**src/rtl/simon_seq_pkg.sv**
```systemverilog
// Shared types and constants for the two-share SIMON sequencer.
// Holds the FSM state encoding and the data_rdy phase codes seen by the core.
package simon_seq_pkg;

    // Sequencer states; IDLE and RESP both present phase code 0 to the core.
    typedef enum logic [2:0] {
        S_IDLE     = 3'd0,
        S_LOAD_KEY = 3'd1,
        S_LOAD_PT  = 3'd2,
        S_RUN      = 3'd3,
        S_RESP     = 3'd4
    } seq_state_t;

    // Phase codes driven on the core's data_rdy input.
    localparam logic [1:0] PH_IDLE = 2'd0;
    localparam logic [1:0] PH_KEY  = 2'd1;
    localparam logic [1:0] PH_PT   = 2'd2;
    localparam logic [1:0] PH_RUN  = 2'd3;

    // Larger of two widths; sizes the shared load bit counter.
    function automatic int max_int(input int a, input int b);
        return (a > b) ? a : b;
    endfunction

endpackage

```
**src/rtl/simon_seq_piso.sv**
```systemverilog
// Dual-lane parallel-load shift register, MSB first.
// Lane 0 carries share A, lane 1 carries share B; both shift in lockstep.
module simon_seq_piso #(
    parameter int W = 128
) (
    input  logic         clk,
    input  logic         rst_n,
    input  logic         load,
    input  logic         shift,
    input  logic [W-1:0] din_a,
    input  logic [W-1:0] din_b,
    output logic         msb_a,
    output logic         msb_b
);

    logic [W-1:0] din [2];
    logic [1:0]   msb;

    assign din[0] = din_a;
    assign din[1] = din_b;

    genvar gi;
    generate
        for (gi = 0; gi < 2; gi++) begin : g_lane
            logic [W-1:0] sr_reg;

            // Load the whole share word, then move it towards the MSB one bit per shift.
            always_ff @(posedge clk or negedge rst_n) begin
                if (!rst_n) begin
                    sr_reg <= '0;
                end else if (load) begin
                    sr_reg <= din[gi];
                end else if (shift) begin
                    sr_reg <= {sr_reg[W-2:0], 1'b0};
                end
            end

            assign msb[gi] = sr_reg[W-1];
        end
    endgenerate

    assign msb_a = msb[0];
    assign msb_b = msb[1];

endmodule

```
**src/rtl/simon2share_seq.sv**
```systemverilog
// Sequencer for the two-share bit-serial SIMON core.
// Accepts a masked key/plaintext job, streams it into the core with the
// data_rdy phase code, waits for Done and hands the ciphertext back.
// Optional build macro: SIMON_SEQ_TIMEOUT_EN adds a RUN-phase timeout that
// aborts the job and raises err.
module simon2share_seq
    import simon_seq_pkg::*;
#(
    parameter int KEY_BITS = 128,
    parameter int BLK_BITS = 128,
    parameter int CT_BITS  = 128,
    parameter int RUN_MAX  = 255
) (
    input  logic                clk,
    input  logic                rst_n,
    input  logic                req_valid,
    output logic                req_ready,
    input  logic [KEY_BITS-1:0] key_a,
    input  logic [KEY_BITS-1:0] key_b,
    input  logic [BLK_BITS-1:0] pt_a,
    input  logic [BLK_BITS-1:0] pt_b,
    output logic [1:0]          core_data_rdy,
    output logic                core_ina,
    output logic                core_inb,
    input  logic                core_done,
    input  logic [CT_BITS-1:0]  core_cipher,
    output logic                res_valid,
    input  logic                res_ready,
    output logic [CT_BITS-1:0]  res_data,
    output logic                busy,
    output logic                err
);

    localparam int CNT_W = $clog2(max_int(KEY_BITS, BLK_BITS)) + 1;

    seq_state_t          state_reg, state_next;
    logic [CNT_W-1:0]    cnt_reg, cnt_next;
    logic                req_ready_reg;
    logic [CT_BITS-1:0]  res_data_reg;
    logic                load, key_shift, pt_shift;
    logic                capture, abort, resp_done;
    logic                key_msb_a, key_msb_b, pt_msb_a, pt_msb_b;

    simon_seq_piso #(.W(KEY_BITS)) u_key_piso (
        .clk   (clk),
        .rst_n (rst_n),
        .load  (load),
        .shift (key_shift),
        .din_a (key_a),
        .din_b (key_b),
        .msb_a (key_msb_a),
        .msb_b (key_msb_b)
    );

    simon_seq_piso #(.W(BLK_BITS)) u_pt_piso (
        .clk   (clk),
        .rst_n (rst_n),
        .load  (load),
        .shift (pt_shift),
        .din_a (pt_a),
        .din_b (pt_b),
        .msb_a (pt_msb_a),
        .msb_b (pt_msb_b)
    );

`ifdef SIMON_SEQ_TIMEOUT_EN
    localparam int RUN_W = $clog2(RUN_MAX + 1);

    logic [RUN_W-1:0] run_cnt_reg;
    logic             err_reg;
    logic             run_expired;

    assign run_expired = (run_cnt_reg == RUN_W'(RUN_MAX));

    // Count cycles spent in RUN; restarts from zero whenever RUN is left.
    always_ff @(posedge clk or negedge rst_n) begin
        if (!rst_n) begin
            run_cnt_reg <= '0;
        end else if (state_reg == S_RUN) begin
            run_cnt_reg <= run_cnt_reg + RUN_W'(1);
        end else begin
            run_cnt_reg <= '0;
        end
    end

    // Timeout flag: set on abort, held through RESP, cleared by the result handshake.
    always_ff @(posedge clk or negedge rst_n) begin
        if (!rst_n) begin
            err_reg <= 1'b0;
        end else if (abort) begin
            err_reg <= 1'b1;
        end else if (resp_done) begin
            err_reg <= 1'b0;
        end
    end

    assign err = err_reg;
`else
    // Without the timeout the flag is a constant zero.
    localparam logic ERR_TIE = 1'b0 && (RUN_MAX > 0);
    assign err = ERR_TIE;
`endif

    // State, bit counter and accept-ready register.
    always_ff @(posedge clk or negedge rst_n) begin
        if (!rst_n) begin
            state_reg     <= S_IDLE;
            cnt_reg       <= '0;
            req_ready_reg <= 1'b0;
        end else begin
            state_reg     <= state_next;
            cnt_reg       <= cnt_next;
            req_ready_reg <= (state_next == S_IDLE);
        end
    end

    // Ciphertext capture on Done, zeroed on a timeout abort, otherwise held.
    always_ff @(posedge clk or negedge rst_n) begin
        if (!rst_n) begin
            res_data_reg <= '0;
        end else if (capture) begin
            res_data_reg <= core_cipher;
        end else if (abort) begin
            res_data_reg <= '0;
        end
    end

    // Next-state logic; req_ready_reg gates accept so no job is taken before
    // the first clock after reset release.
    always_comb begin
        state_next = state_reg;
        cnt_next   = cnt_reg;
        load       = 1'b0;
        key_shift  = 1'b0;
        pt_shift   = 1'b0;
        capture    = 1'b0;
        abort      = 1'b0;
        resp_done  = 1'b0;
        case (state_reg)
            S_IDLE: begin
                if (req_valid && req_ready_reg) begin
                    load       = 1'b1;
                    cnt_next   = CNT_W'(KEY_BITS - 1);
                    state_next = S_LOAD_KEY;
                end
            end
            S_LOAD_KEY: begin
                key_shift = 1'b1;
                if (cnt_reg == '0) begin
                    cnt_next   = CNT_W'(BLK_BITS - 1);
                    state_next = S_LOAD_PT;
                end else begin
                    cnt_next = cnt_reg - CNT_W'(1);
                end
            end
            S_LOAD_PT: begin
                pt_shift = 1'b1;
                if (cnt_reg == '0) begin
                    state_next = S_RUN;
                end else begin
                    cnt_next = cnt_reg - CNT_W'(1);
                end
            end
            S_RUN: begin
                if (core_done) begin
                    capture    = 1'b1;
                    state_next = S_RESP;
                end
`ifdef SIMON_SEQ_TIMEOUT_EN
                else if (run_expired) begin
                    abort      = 1'b1;
                    state_next = S_RESP;
                end
`endif
            end
            S_RESP: begin
                if (res_ready) begin
                    resp_done  = 1'b1;
                    state_next = S_IDLE;
                end
            end
            default: state_next = S_IDLE;
        endcase
    end

    // Core-facing decode from registered state and shift-register MSBs only.
    always_comb begin
        core_data_rdy = PH_IDLE;
        core_ina      = 1'b0;
        core_inb      = 1'b0;
        case (state_reg)
            S_LOAD_KEY: begin
                core_data_rdy = PH_KEY;
                core_ina      = key_msb_a;
                core_inb      = key_msb_b;
            end
            S_LOAD_PT: begin
                core_data_rdy = PH_PT;
                core_ina      = pt_msb_a;
                core_inb      = pt_msb_b;
            end
            S_RUN:   core_data_rdy = PH_RUN;
            default: core_data_rdy = PH_IDLE;
        endcase
    end

    assign req_ready = req_ready_reg;
    assign res_valid = (state_reg == S_RESP);
    assign busy      = (state_reg != S_IDLE);
    assign res_data  = res_data_reg;

endmodule
```
**config.mk**
```make
export PLATFORM = sky130hd
export DESIGN_NAME = simon2share_seq
export DESIGN_NICKNAME = d
export VERILOG_FILES = /design/src/rtl/simon_seq_pkg.sv /design/src/rtl/simon_seq_piso.sv /design/src/rtl/simon2share_seq.sv
export SDC_FILE = /design/constraint.sdc
export NUM_CORES = 1
export LEC_CHECK = 0
export CAP_MARGIN = 10
export CORE_AREA = 2 2 303 305
export CTS_BUF_LIST = sky130_fd_sc_hd__clkbuf_8
export DETAILED_ROUTE_END_ITERATION = 8
export DIE_AREA = 0 0 305 307
export GPL_TIMING_DRIVEN = 0
export PLACE_DENSITY = 0.67
export SETUP_SLACK_MARGIN = 0.05
export SYNTH_ARGS = -nofsm -noshare
export SYNTH_HDL_FRONTEND = slang
export SYNTH_SLANG_ARGS = --single-unit
```
**constraint.sdc**
```tcl
create_clock -name clk -period 2.1 [get_ports clk]
set_input_delay 0.42 -clock clk [delete_from_list [all_inputs] [get_ports clk]]
set_output_delay 0.42 -clock clk [all_outputs]
set_load 0.02 [all_outputs]
```
==> impl_metrics.env <==
export IMPL_status="complete, but fails checks"
export IMPL_violations="setup timing"
export IMPL_regArea_um2=16300
export IMPL_ir_drop_mv=0.525
export IMPL_ant_nets=0
export IMPL_setup_ws_ns=-0.181
export IMPL_dp_hpwl_um=74900
export IMPL_first_iter_violations=2078
export IMPL_rows=111
export IMPL_whs_ns=0.190
export IMPL_start_kind="flip-flop"
export IMPL_synth_seq_cells=652
export IMPL_cts_root_buf="clkbuf_8"
export IMPL_layout_common_cells="nand2_1, dfrtp_1, clkdlybuf4s50_1"
export IMPL_start_util_pct=31.2
export IMPL_synth_nets=3800
export IMPL_nets=4749
export IMPL_path_class="flip-flop to output pin"
export IMPL_multi_input_area_um2=11900
export IMPL_dr_pass1_iters=6
export IMPL_synth_compound_area_share_pct=11.9
export IMPL_grt_max_degree=120
export IMPL_skew_ns=0.0355
export IMPL_core_area_um2=90700
export IMPL_synth_fa_ha_area_share_pct=0.0886
export IMPL_overflow=0
export IMPL_hold_violations=0
export IMPL_place_congestion=0.906
export IMPL_cts_tree="yes"
export IMPL_cts_buffers=113
export IMPL_drc_errors=0
export IMPL_synth_ff_type="dfrtp_1"
export IMPL_preCtsSetupSlack_ns=-1.11
export IMPL_wire_per_inst_um=19.4
export IMPL_p_total_uw=45000
export IMPL_seq_area_frac_synth_pct=57.7
export IMPL_synthXorXnorAreaFrac_pct=0.0310
export IMPL_setup_tns_ns=-5.00
export IMPL_syn_to_final_growth_pct=52.3
export IMPL_cts_sinks=652
export IMPL_die_area_um2=93600
export IMPL_synth_simple_gate_area_share_pct=21.3
export IMPL_cp_end_kind="output pin"
export IMPL_ys_async_sr_fraction_pct=100
export IMPL_mostFrequentLayoutCell="nand2_1"
export IMPL_crit_fanout=5
export IMPL_drive_gt1_share_pct=14.9
export IMPL_synth_area_per_cell_um2=8.96
export IMPL_power_per_cell_area_nw_per_um2=1050
export IMPL_synth_cell_types=38
export IMPL_muxShareOfSynthArea_pct=5.35
export IMPL_period_minus_slack_ns=2.28
export IMPL_ioPinCount=781
export IMPL_antenna_found_initial=37
export IMPL_hp_class="input pin to flip-flop"
export IMPL_arrival_ns=1.86
export IMPL_vias_per_cell=4.99
export IMPL_io_buffers=779
export IMPL_die_y_um=307
export IMPL_netlist_area_um2=28300
export IMPL_cap_violations=0
export IMPL_final_max_slew_viol_count=0
export IMPL_min_period_over_period_pct=109
export IMPL_leakage_uw=0.0210
export IMPL_tightest_slew_ns=0.642
export IMPL_rsz0062_at_grt="true"
export IMPL_clkTransAtPathRegs_ns=0.06
export IMPL_routed_wl_um=105000
export IMPL_ys_warn_count=0
export IMPL_grt_usage_pct=20.9
export IMPL_fillCellCount=8433
export IMPL_vias=26900
export IMPL_finalSetupViolCount=138
export IMPL_worstSkewPairLatency_ns=0.76
export IMPL_max_slew_margin_rel_pct=57.2
export IMPL_fp_dieW_um=305
export IMPL_max_freq_mhz=438
export IMPL_htree_levels=3
export IMPL_synth_top_family_by_area="simple AND/OR/NAND/NOR gates"
export IMPL_grt_pass1_wl_um=153000
export IMPL_grt_pass1_vias=26300
export IMPL_worstPathRequired_ns=1.68
export IMPL_synthCells=3153
export IMPL_clockBufferDepth=3
export IMPL_synth_edff_count=0
## synth_stat cells (all sizes together), types with 2 or more instances
library cell | number | area share [%]
nand3 | 5 | 0.089
a21boi | 3 | 0.080
buf | 61 | 1.1
a21oi | 8 | 0.14
nor2b | 4 | 0.089
or3 | 3 | 0.066
mux2 | 129 | 5.1
nand2 | 1026 | 14
nand2b | 2 | 0.044
inv | 3 | 0.040
nor2 | 519 | 6.9
o21ai | 3 | 0.053
o31ai | 3 | 0.080
mux2i | 6 | 0.21
a311oi | 2 | 0.062
nor3 | 7 | 0.14
dfrtp | 652 | 58
clkbuf | 185 | 2.5
a22oi | 3 | 0.080
ha | 2 | 0.089
a31oi | 509 | 11
nor3b | 8 | 0.23
## final timing paths
kind / start / to / slack, ns / depth (start not counted)
max in group asynchronous: rst_n / u_pt_piso.g_lane[1].sr_reg[25] / 0.15 / 5
hold reg to reg: res_data[30] / res_data[30] / 0.48 / 1
setup reg to reg: state_reg[1] / u_key_piso.g_lane[0].sr_reg[105] / -0.07 / 9
setup / recovery: state_reg[1] / core_inb / -0.18 / 5
min in group asynchronous: rst_n / u_key_piso.g_lane[1].sr_reg[36] / 0.30 / 3
hold / removal: pt_a[0] / u_pt_piso.g_lane[0].sr_reg[0] / 0.19 / 3
## report_power, final
part	switching, uW	internal (uW)
Combinational	6950	6280
Clock	5510	6390
Sequential	2630	17300
## timing repair
item                                    CTS  global route
pin swaps                                 2            36
gates cloned                              1            15
hold buffers                              2             0
gates resized for setup                 259           806
setup buffers                             9            23
endpoints found under the setup margin  785           854
hold endpoints to repair                 64             0
## critical path, stage by stage, from the launching register on
cell and delay [ns]:
dfrtp_2 0.46, buf_6 0.14, nor2b_4 0.13, a22oi_2 0.19, nor2_2 0.07, buf_6 0.14
## metrics by stage
stage | instances | util (%) | area [um2]
after global placement | 5118 | 41.4 | 37500
final | 5391 | 47.5 | 43000
after CTS | 5334 | 44.6 | 40500
after global routing | 5389 | 47.5 | 43000
after floorplan | 3153 | - | 28300
after detailed placement | 5124 | 41.6 | 37700
## layout make-up
cell class                      instances  area share (%)
Timing Repair Buffer                  835            20.6
Tap cell                             1186            3.45
Inverter                                3          0.0262
Buffer                                245            4.93
Multi-Input combinational cell       2252            27.6
Clock buffer                          144            4.60
Clock inverter                         54           0.753
Antenna cell                           20           0.116
Sequential cell                       652            37.9
## per-layer routing
metal | share of wire (%) | track usage, %
met5 | 0.21 | 0
met4 | 3.0 | 8.07
met3 | 7.0 | 5.07
met2 | 48 | 34.4
met1 | 42 | 26.5
## logic make-up after synthesis
group           count (synthesis)
compound gates                534
fa+ha+maj                       2
flops                         652
mux                           135
xor+xnor                        1
other cells                     1
buf+inv                       249
simple gates                 1579
Power figures use the tool's default switching activity.
